--- src/rtl/tmr32_pwm_sequencer.sv ---
// Table-driven period/compare sequencer for a 32-bit timer/PWM core.
// Steps through programmed entries on each timer time-out, with per-entry repeat counts.
module tmr32_pwm_sequencer #(
    parameter int unsigned DEPTH = 8,
    parameter int unsigned AW    = 3,
    localparam int unsigned PW   = 32,
    localparam int unsigned RW   = 16
) (
    input  logic          clk_i,
    input  logic          rst_i,
    input  logic          start,
    input  logic          stop,
    input  logic          loop,
    input  logic [AW:0]   num_ent,
    input  logic          wr_en,
    input  logic [AW-1:0] wr_idx,
    input  logic [PW-1:0] wr_period,
    input  logic [PW-1:0] wr_cmp,
    input  logic [RW-1:0] wr_rpt,
    input  logic          to_flag,
    output logic [PW-1:0] period,
    output logic [PW-1:0] pwm_cmp,
    output logic          tmr_en,
    output logic          pwm_en,
    output logic          busy,
    output logic [AW-1:0] cur_idx,
    output logic          seq_done,
    output logic          err
);

    localparam logic [1:0] IDLE = 2'd0;
    localparam logic [1:0] LOAD = 2'd1;
    localparam logic [1:0] RUN  = 2'd2;
    localparam logic [1:0] DONE = 2'd3;

    localparam logic [AW:0] DEPTH_W = (AW+1)'(DEPTH);

    logic [1:0]    state, state_n;
    logic [AW-1:0] idx, idx_n;
    logic [RW-1:0] rpt_cnt, rpt_n;
    logic [AW:0]   num_lat, num_n;
    logic          loop_lat, loop_n;
    logic          load_en;
    logic          err_n;
    logic [AW:0]   last_idx;

    logic [PW-1:0] tbl_period [DEPTH];
    logic [PW-1:0] tbl_cmp    [DEPTH];
    logic [RW-1:0] tbl_rpt    [DEPTH];

    assign last_idx = num_lat - (AW+1)'(1);
    assign busy     = (state != IDLE);

    // Step table; writable at any time, only sampled when an entry is loaded
    always_ff @(posedge clk_i or posedge rst_i) begin
        if (rst_i) begin
            for (int i = 0; i < int'(DEPTH); i++) begin
                tbl_period[i] <= '0;
                tbl_cmp[i]    <= '0;
                tbl_rpt[i]    <= '0;
            end
        end else if (wr_en) begin
            tbl_period[wr_idx] <= wr_period;
            tbl_cmp[wr_idx]    <= wr_cmp;
            tbl_rpt[wr_idx]    <= wr_rpt;
        end
    end

    always_ff @(posedge clk_i or posedge rst_i) begin
        if (rst_i) state <= IDLE;
        else       state <= state_n;
    end

    // Next state; stop outranks to_flag, which outranks start
    always_comb begin
        state_n = state;
        idx_n   = idx;
        rpt_n   = rpt_cnt;
        num_n   = num_lat;
        loop_n  = loop_lat;
        load_en = 1'b0;
        err_n   = 1'b0;
        case (state)
            IDLE: begin
                if (start && !stop) begin
                    if (num_ent != '0 && num_ent <= DEPTH_W) begin
                        num_n   = num_ent;
                        loop_n  = loop;
                        idx_n   = '0;
                        state_n = LOAD;
                    end else begin
                        err_n = 1'b1;
                    end
                end
            end
            LOAD: begin
                if (stop) begin
                    state_n = IDLE;
                end else begin
                    load_en = 1'b1;
                    rpt_n   = tbl_rpt[idx];
                    state_n = RUN;
                end
            end
            RUN: begin
                if (stop) begin
                    state_n = IDLE;
                end else if (to_flag) begin
                    if (rpt_cnt != '0) begin
                        rpt_n = rpt_cnt - RW'(1);
                    end else if ({1'b0, idx} < last_idx) begin
                        idx_n   = idx + AW'(1);
                        state_n = LOAD;
                    end else if (loop_lat) begin
                        idx_n   = '0;
                        state_n = LOAD;
                    end else begin
                        state_n = DONE;
                    end
                end
            end
            DONE:    state_n = IDLE;
            default: state_n = IDLE;
        endcase
    end

    // Outputs registered from the next state so they line up with it
    always_ff @(posedge clk_i or posedge rst_i) begin
        if (rst_i) begin
            idx      <= '0;
            rpt_cnt  <= '0;
            num_lat  <= '0;
            loop_lat <= 1'b0;
            period   <= '0;
            pwm_cmp  <= '0;
            cur_idx  <= '0;
            tmr_en   <= 1'b0;
            pwm_en   <= 1'b0;
            seq_done <= 1'b0;
            err      <= 1'b0;
        end else begin
            idx      <= idx_n;
            rpt_cnt  <= rpt_n;
            num_lat  <= num_n;
            loop_lat <= loop_n;
            tmr_en   <= (state_n == RUN);
            pwm_en   <= (state_n == RUN);
            seq_done <= (state_n == DONE);
            err      <= err_n;
            if (load_en) begin
                period  <= tbl_period[idx];
                pwm_cmp <= tbl_cmp[idx];
                cur_idx <= idx;
            end
        end
    end

endmodule

--- config.mk ---
export PLATFORM = sky130hd
export DESIGN_NAME = tmr32_pwm_sequencer
export DESIGN_NICKNAME = d
export VERILOG_FILES = /design/src/rtl/tmr32_pwm_sequencer.sv
export SDC_FILE = /design/constraint.sdc
export NUM_CORES = 1
export LEC_CHECK = 0
export BUFFER_PORTS_ARGS = -buffer_cell sky130_fd_sc_hd__buf_2
export CORE_ASPECT_RATIO = 1.4
export CORE_UTILIZATION = 65
export CTS_CLUSTER_SIZE = 10
export DETAILED_ROUTE_END_ITERATION = 8
export PLACE_DENSITY = 0.84
export SETUP_SLACK_MARGIN = 0.02
export SLEW_MARGIN = 20
export SYNTH_ARGS = -nofsm -noshare
export SYNTH_HDL_FRONTEND = slang
export SYNTH_SLANG_ARGS = --single-unit
--- constraint.sdc ---
create_clock -name clk_i -period 47.8 [get_ports clk_i]
set_input_delay 4.78 -clock clk_i [delete_from_list [all_inputs] [get_ports clk_i]]
set_output_delay 4.78 -clock clk_i [all_outputs]
set_load 0.005 [all_outputs]
==> flow_results.xml <==
<?xml version="1.0" encoding="UTF-8"?>
<metrics>
  <group name="status">
    <metric name="outcome" unit="">completed</metric>
  </group>
  <group name="setup_path">
    <metric name="cp_cell_sequence" unit="">buf_2 -&gt; clkinv_8 -&gt; buf_4 -&gt; buf_4 -&gt; buf_4</metric>
    <metric name="destination_of_the_worst_register_to_register_timing_path" unit="">rpt_cnt[4]$_DFFE_PP0P_</metric>
    <metric name="worst_r2r_path_depth" unit="">7</metric>
    <metric name="worst_path_dominant_cell_family" unit="">buffers and inverters</metric>
    <metric name="critical_path_peak_fanout" unit="">156</metric>
    <metric name="critical_path.endpoint_type" unit="">async pin</metric>
    <metric name="reg2reg_slack" unit="ps">43980</metric>
    <metric name="critical_path_buf_inv_count" unit="">5</metric>
    <metric name="cp_class" unit="">in -&gt; async</metric>
    <metric name="critical_path.most_common_cell" unit="">buf_4</metric>
    <metric name="worst-endpoint-required" unit="ps">48390</metric>
    <metric name="standard_cell_with_the_maximum_stage_delay_on_the_critical_path" unit="">buf_4</metric>
    <metric name="rr_startpoint" unit="">idx[0]$_DFFE_PP0P_</metric>
    <metric name="worst-endpoint-arrival" unit="ps">8020</metric>
    <metric name="cp_slowest_stage_delay" unit="ps">860</metric>
    <metric name="critical_path_start_type" unit="">primary input</metric>
  </group>
  <group name="synth">
    <metric name="synth.lib_cells_used.distinct" unit="">56</metric>
    <metric name="synth_edf_count" unit="">0</metric>
    <metric name="post_synth_inst_count" unit="">2050</metric>
    <metric name="yosys_most_used_dff" unit="">dfrtp_1</metric>
    <metric name="synth-seq-area-share" unit="%">56.99</metric>
    <metric name="synth_seq_cells" unit="">736</metric>
    <metric name="asyncSetResetFlopFracSynth" unit="%">100.0</metric>
    <metric name="synth-warning-count" unit="">0</metric>
    <metric name="synth.cell_area" unit="sq um">32320</metric>
    <metric name="synthesis.nets" unit="">2150</metric>
    <metric name="syn_area_per_cell" unit="sq um">15.77</metric>
  </group>
  <group name="sta">
    <metric name="finalHoldViolCount" unit="">0</metric>
    <metric name="timing.max_slew.rel_slack" unit="%">25.46</metric>
    <metric name="rsz0062_at_grt" unit="">false</metric>
    <metric name="timing.hold.ws" unit="ps">480.0</metric>
    <metric name="worst-slew-pin-transition" unit="ps">1118</metric>
    <metric name="clock-skew-final" unit="ps">19.18</metric>
    <metric name="setup-tns-final" unit="ps">0</metric>
    <metric name="period_minus_slack" unit="ps">7432</metric>
    <metric name="final_min_period_over_clock_period" unit="%">15.55</metric>
    <metric name="max_clock_freq" unit="GHz">0.1346</metric>
    <metric name="slew_viol_final" unit="">0</metric>
    <metric name="final_setup_violation_count" unit="">0</metric>
  </group>
  <group name="drt">
    <metric name="dr_total_vias" unit="">18480</metric>
    <metric name="drtIter0Drc" unit="">1281</metric>
    <metric name="drtPass1Iterations" unit="">5</metric>
    <metric name="final_antenna_net_count" unit="">0</metric>
    <metric name="drc_errors" unit="">0</metric>
    <metric name="route.detailed.vias_per_inst" unit="">6.507</metric>
    <metric name="drt-wirelength-per-cell" unit="microns">24.58</metric>
    <metric name="wl" unit="mm">69.80</metric>
  </group>
  <group name="die">
    <metric name="initial_standard_cell_utilization_of_the_core" unit="%">65.95</metric>
    <metric name="die_x" unit="microns">190.5</metric>
    <metric name="num_rows" unit="">96</metric>
    <metric name="core_area" unit="sq um">49010</metric>
    <metric name="ioPinCount" unit="">166</metric>
    <metric name="die_outline_area" unit="sq um">50630</metric>
    <metric name="y_dimension_of_the_die" unit="microns">265.8</metric>
  </group>
  <group name="power">
    <metric name="pwr_per_cell_area" unit="nW/um^2">48.42</metric>
    <metric name="vdd_drop_max" unit="mV">0.03679</metric>
    <metric name="power.total" unit="mW">1.733</metric>
    <metric name="leakage" unit="nW">15.20</metric>
  </group>
  <group name="global_route">
    <metric name="grt_pass1_wl" unit="mm">112.5</metric>
    <metric name="vias_in_the_first_global_route" unit="">20580</metric>
    <metric name="grt_antenna_before_repair" unit="">11</metric>
    <metric name="grt_use_total" unit="%">28.92</metric>
    <metric name="maximum_number_of_pins_on_one_net_before_global_route_repair" unit="">157</metric>
    <metric name="grt.overflow.total" unit="">0</metric>
  </group>
  <group name="layout">
    <metric name="syn_to_final_growth" unit="%">10.76</metric>
    <metric name="post_route_cells_drive_above_1_share" unit="%">39.65</metric>
    <metric name="final_net_count" unit="">2295</metric>
    <metric name="postLayoutCoreUtil" unit="%">73.04</metric>
    <metric name="design_area" unit="sq um">35800</metric>
    <metric name="register_area" unit="sq um">18430</metric>
    <metric name="multiInputGateArea" unit="sq um">13240</metric>
    <metric name="num-fill-cells" unit="">2973</metric>
  </group>
  <group name="cts">
    <metric name="cts.sinks" unit="">736</metric>
    <metric name="clk-insertion-delay-late" unit="ps">610</metric>
    <metric name="post_cts_setup_buffer_count" unit="">0</metric>
    <metric name="deepest_clock_path_buffer_count" unit="">3</metric>
    <metric name="cts_root_buf" unit="">clkbuf_16</metric>
    <metric name="num_cts_buffers" unit="">83</metric>
    <metric name="htree_levels" unit="">3</metric>
    <metric name="number_of_hold_buffers_added_after_cts" unit="">0</metric>
    <metric name="post_cts_resized" unit="">0</metric>
    <metric name="tritoncts" unit="">done</metric>
    <metric name="clk_pin_slew_worst_setup_hold_paths" unit="ps">50</metric>
  </group>
  <group name="worst_hold_path">
    <metric name="hold_path_class" unit="">reg -&gt; reg</metric>
    <metric name="worst_hold_path.num_cells" unit="">1</metric>
    <metric name="whs_endpoint" unit="">tbl_rpt[81]$_DFFE_PP0P_</metric>
    <metric name="hold_path.startpoint" unit="">tbl_rpt[81]$_DFFE_PP0P_</metric>
  </group>
  <group name="place">
    <metric name="port_buffers" unit="">165</metric>
    <metric name="placement_stage_cell_area" unit="sq um">33600</metric>
    <metric name="detailed_place_hpwl" unit="mm">39.40</metric>
    <metric name="placer_congestion_estimate" unit="">0.8258</metric>
  </group>
  <group name="run">
    <metric name="max-cap-violations" unit="">0</metric>
  </group>
</metrics>
## kinds of logic (layout without fill, tap and decap cells)
kind of cell,Yosys count,in the layout,share of synthesized area [%]
AO/OA/AOI/OAI,139,139,2.578
XOR/XNOR,2,2,0.05421
adder cells (fa/ha/maj),6,6,0.2323
buffers and inverters,146,295,2.137
flip-flops,736,736,56.99
multiplexers,875,875,35.80
other,0,4,0
AND/OR/NAND/NOR,146,146,2.214
## state kept, by name (all words and copies together), names as in the netlist, 2 cells and up
register and count:
cur_idx 3, idx 3, period 32, tbl_rpt 128, tbl_cmp 256, tbl_period 256, state 2, num_lat 4
rpt_cnt 16, pwm_cmp 32
## report_power, final
| part | leakage (nW) | internal [mW] | switching (mW) |
|---|---|---|---|
| sequential | 8.80 | 0.776 | 0.0932 |
| clock | 1.07 | 0.317 | 0.227 |
| combinational | 5.32 | 0.182 | 0.138 |
| total | 15.2 | 1.28 | 0.458 |
## final cells by class
cell class	count	share of cell area, %
multi-input cells	1168	36.98
clock buffers	86	5.952
repair buffers	198	3.076
diodes	4	0.02796
inverters	8	0.1188
flip-flops and latches	736	51.48
clock inverters	3	0.1328
well taps	637	2.226
## routing by layer
metal	part of all wire, %	track usage, %
met3	4.2	4.386
met2	52	49.76
met4	2.3	9.405
met5	0.12	0
met1	41	37.84
## how the worst max path moves through the flow
stage / startpoint / end / cells past startpoint
3_5_place_dp: rst_i / pwm_cmp[17]$_DFFE_PP0P_ / 5
4_1_cts: rst_i / tbl_cmp[43]$_DFFE_PP0P_ / 5
3_3_place_gp: rst_i / pwm_cmp[16]$_DFFE_PP0P_ / 5
2_1_floorplan: rst_i / cur_idx[0]$_DFFE_PP0P_ / 1
6_report: rst_i / tbl_cmp[177]$_DFFE_PP0P_ / 5
5_1_grt: rst_i / tbl_cmp[108]$_DFFE_PP0P_ / 5
## cell usage after synthesis, types with 3 or more instances
| cell type | number | area share [%] |
|---|---|---|
| inv_1 | 8 | 0.093 |
| nor3b_1 | 4 | 0.093 |
| buf_2 | 48 | 0.74 |
| clkbuf_1 | 67 | 0.78 |
| o21ai_1 | 7 | 0.11 |
| nor3_1 | 4 | 0.062 |
| buf_4 | 16 | 0.37 |
| dfrtp_1 | 736 | 57 |
| mux4_2 | 160 | 11 |
| mux2i_1 | 68 | 2.1 |
| o21ai_0 | 8 | 0.12 |
| a21oi_1 | 79 | 1.2 |
| o41ai_1 | 3 | 0.081 |
| nor2_1 | 81 | 0.94 |
| nand2_1 | 17 | 0.20 |
| o22a_1 | 5 | 0.14 |
| a22o_1 | 5 | 0.14 |
| o22ai_1 | 6 | 0.12 |
| nor2b_1 | 3 | 0.058 |
| a22oi_1 | 4 | 0.093 |
| buf_1 | 3 | 0.035 |
| nand2b_1 | 3 | 0.058 |
| ha_1 | 6 | 0.23 |
| nand4b_1 | 4 | 0.11 |
| nand3_1 | 10 | 0.15 |
| mux2_1 | 237 | 8.3 |
| o31ai_1 | 4 | 0.093 |
| mux2_2 | 410 | 14 |
| nor3_2 | 3 | 0.093 |
| a31oi_1 | 3 | 0.058 |
## layout by cell type (no fill, tap or decap), types with 3 or more instances in the layout
| master | Yosys | routed |
|---|---|---|
| o41ai_1 | 3 | 3 |
| a21oi_1 | 79 | 79 |
| nand3_1 | 10 | 10 |
| ha_1 | 6 | 6 |
| dfrtp_4 | 0 | 3 |
| buf_2 | 48 | 165 |
| o31ai_1 | 4 | 4 |
| a22oi_1 | 4 | 4 |
| nor2_1 | 81 | 81 |
| mux2_2 | 410 | 410 |
| inv_1 | 8 | 7 |
| buf_4 | 16 | 30 |
| a22o_1 | 5 | 5 |
| nand2b_1 | 3 | 3 |
| mux2_1 | 237 | 237 |
| dfrtp_1 | 736 | 733 |
| o21ai_1 | 7 | 7 |
| nand4b_1 | 4 | 4 |
| mux4_2 | 160 | 160 |
| o22ai_1 | 6 | 6 |
| clkbuf_16 | 0 | 85 |
| a31oi_1 | 3 | 3 |
| diode_2 | 0 | 4 |
| o22a_1 | 5 | 5 |
| nor3_1 | 4 | 4 |
| nor2b_1 | 3 | 3 |
| mux2i_1 | 68 | 68 |
| o21ai_0 | 8 | 8 |
| nand2_1 | 17 | 17 |
## metrics by stage
step,std cells,setup WS (ps)
after floorplan,2050,22370
after global placement,2746,39590
after detailed placement,2747,39410
after CTS,2836,40070
after global routing,2839,39820
final,2840,40370
No activity file was read; power rests on OpenSTA's default activity.
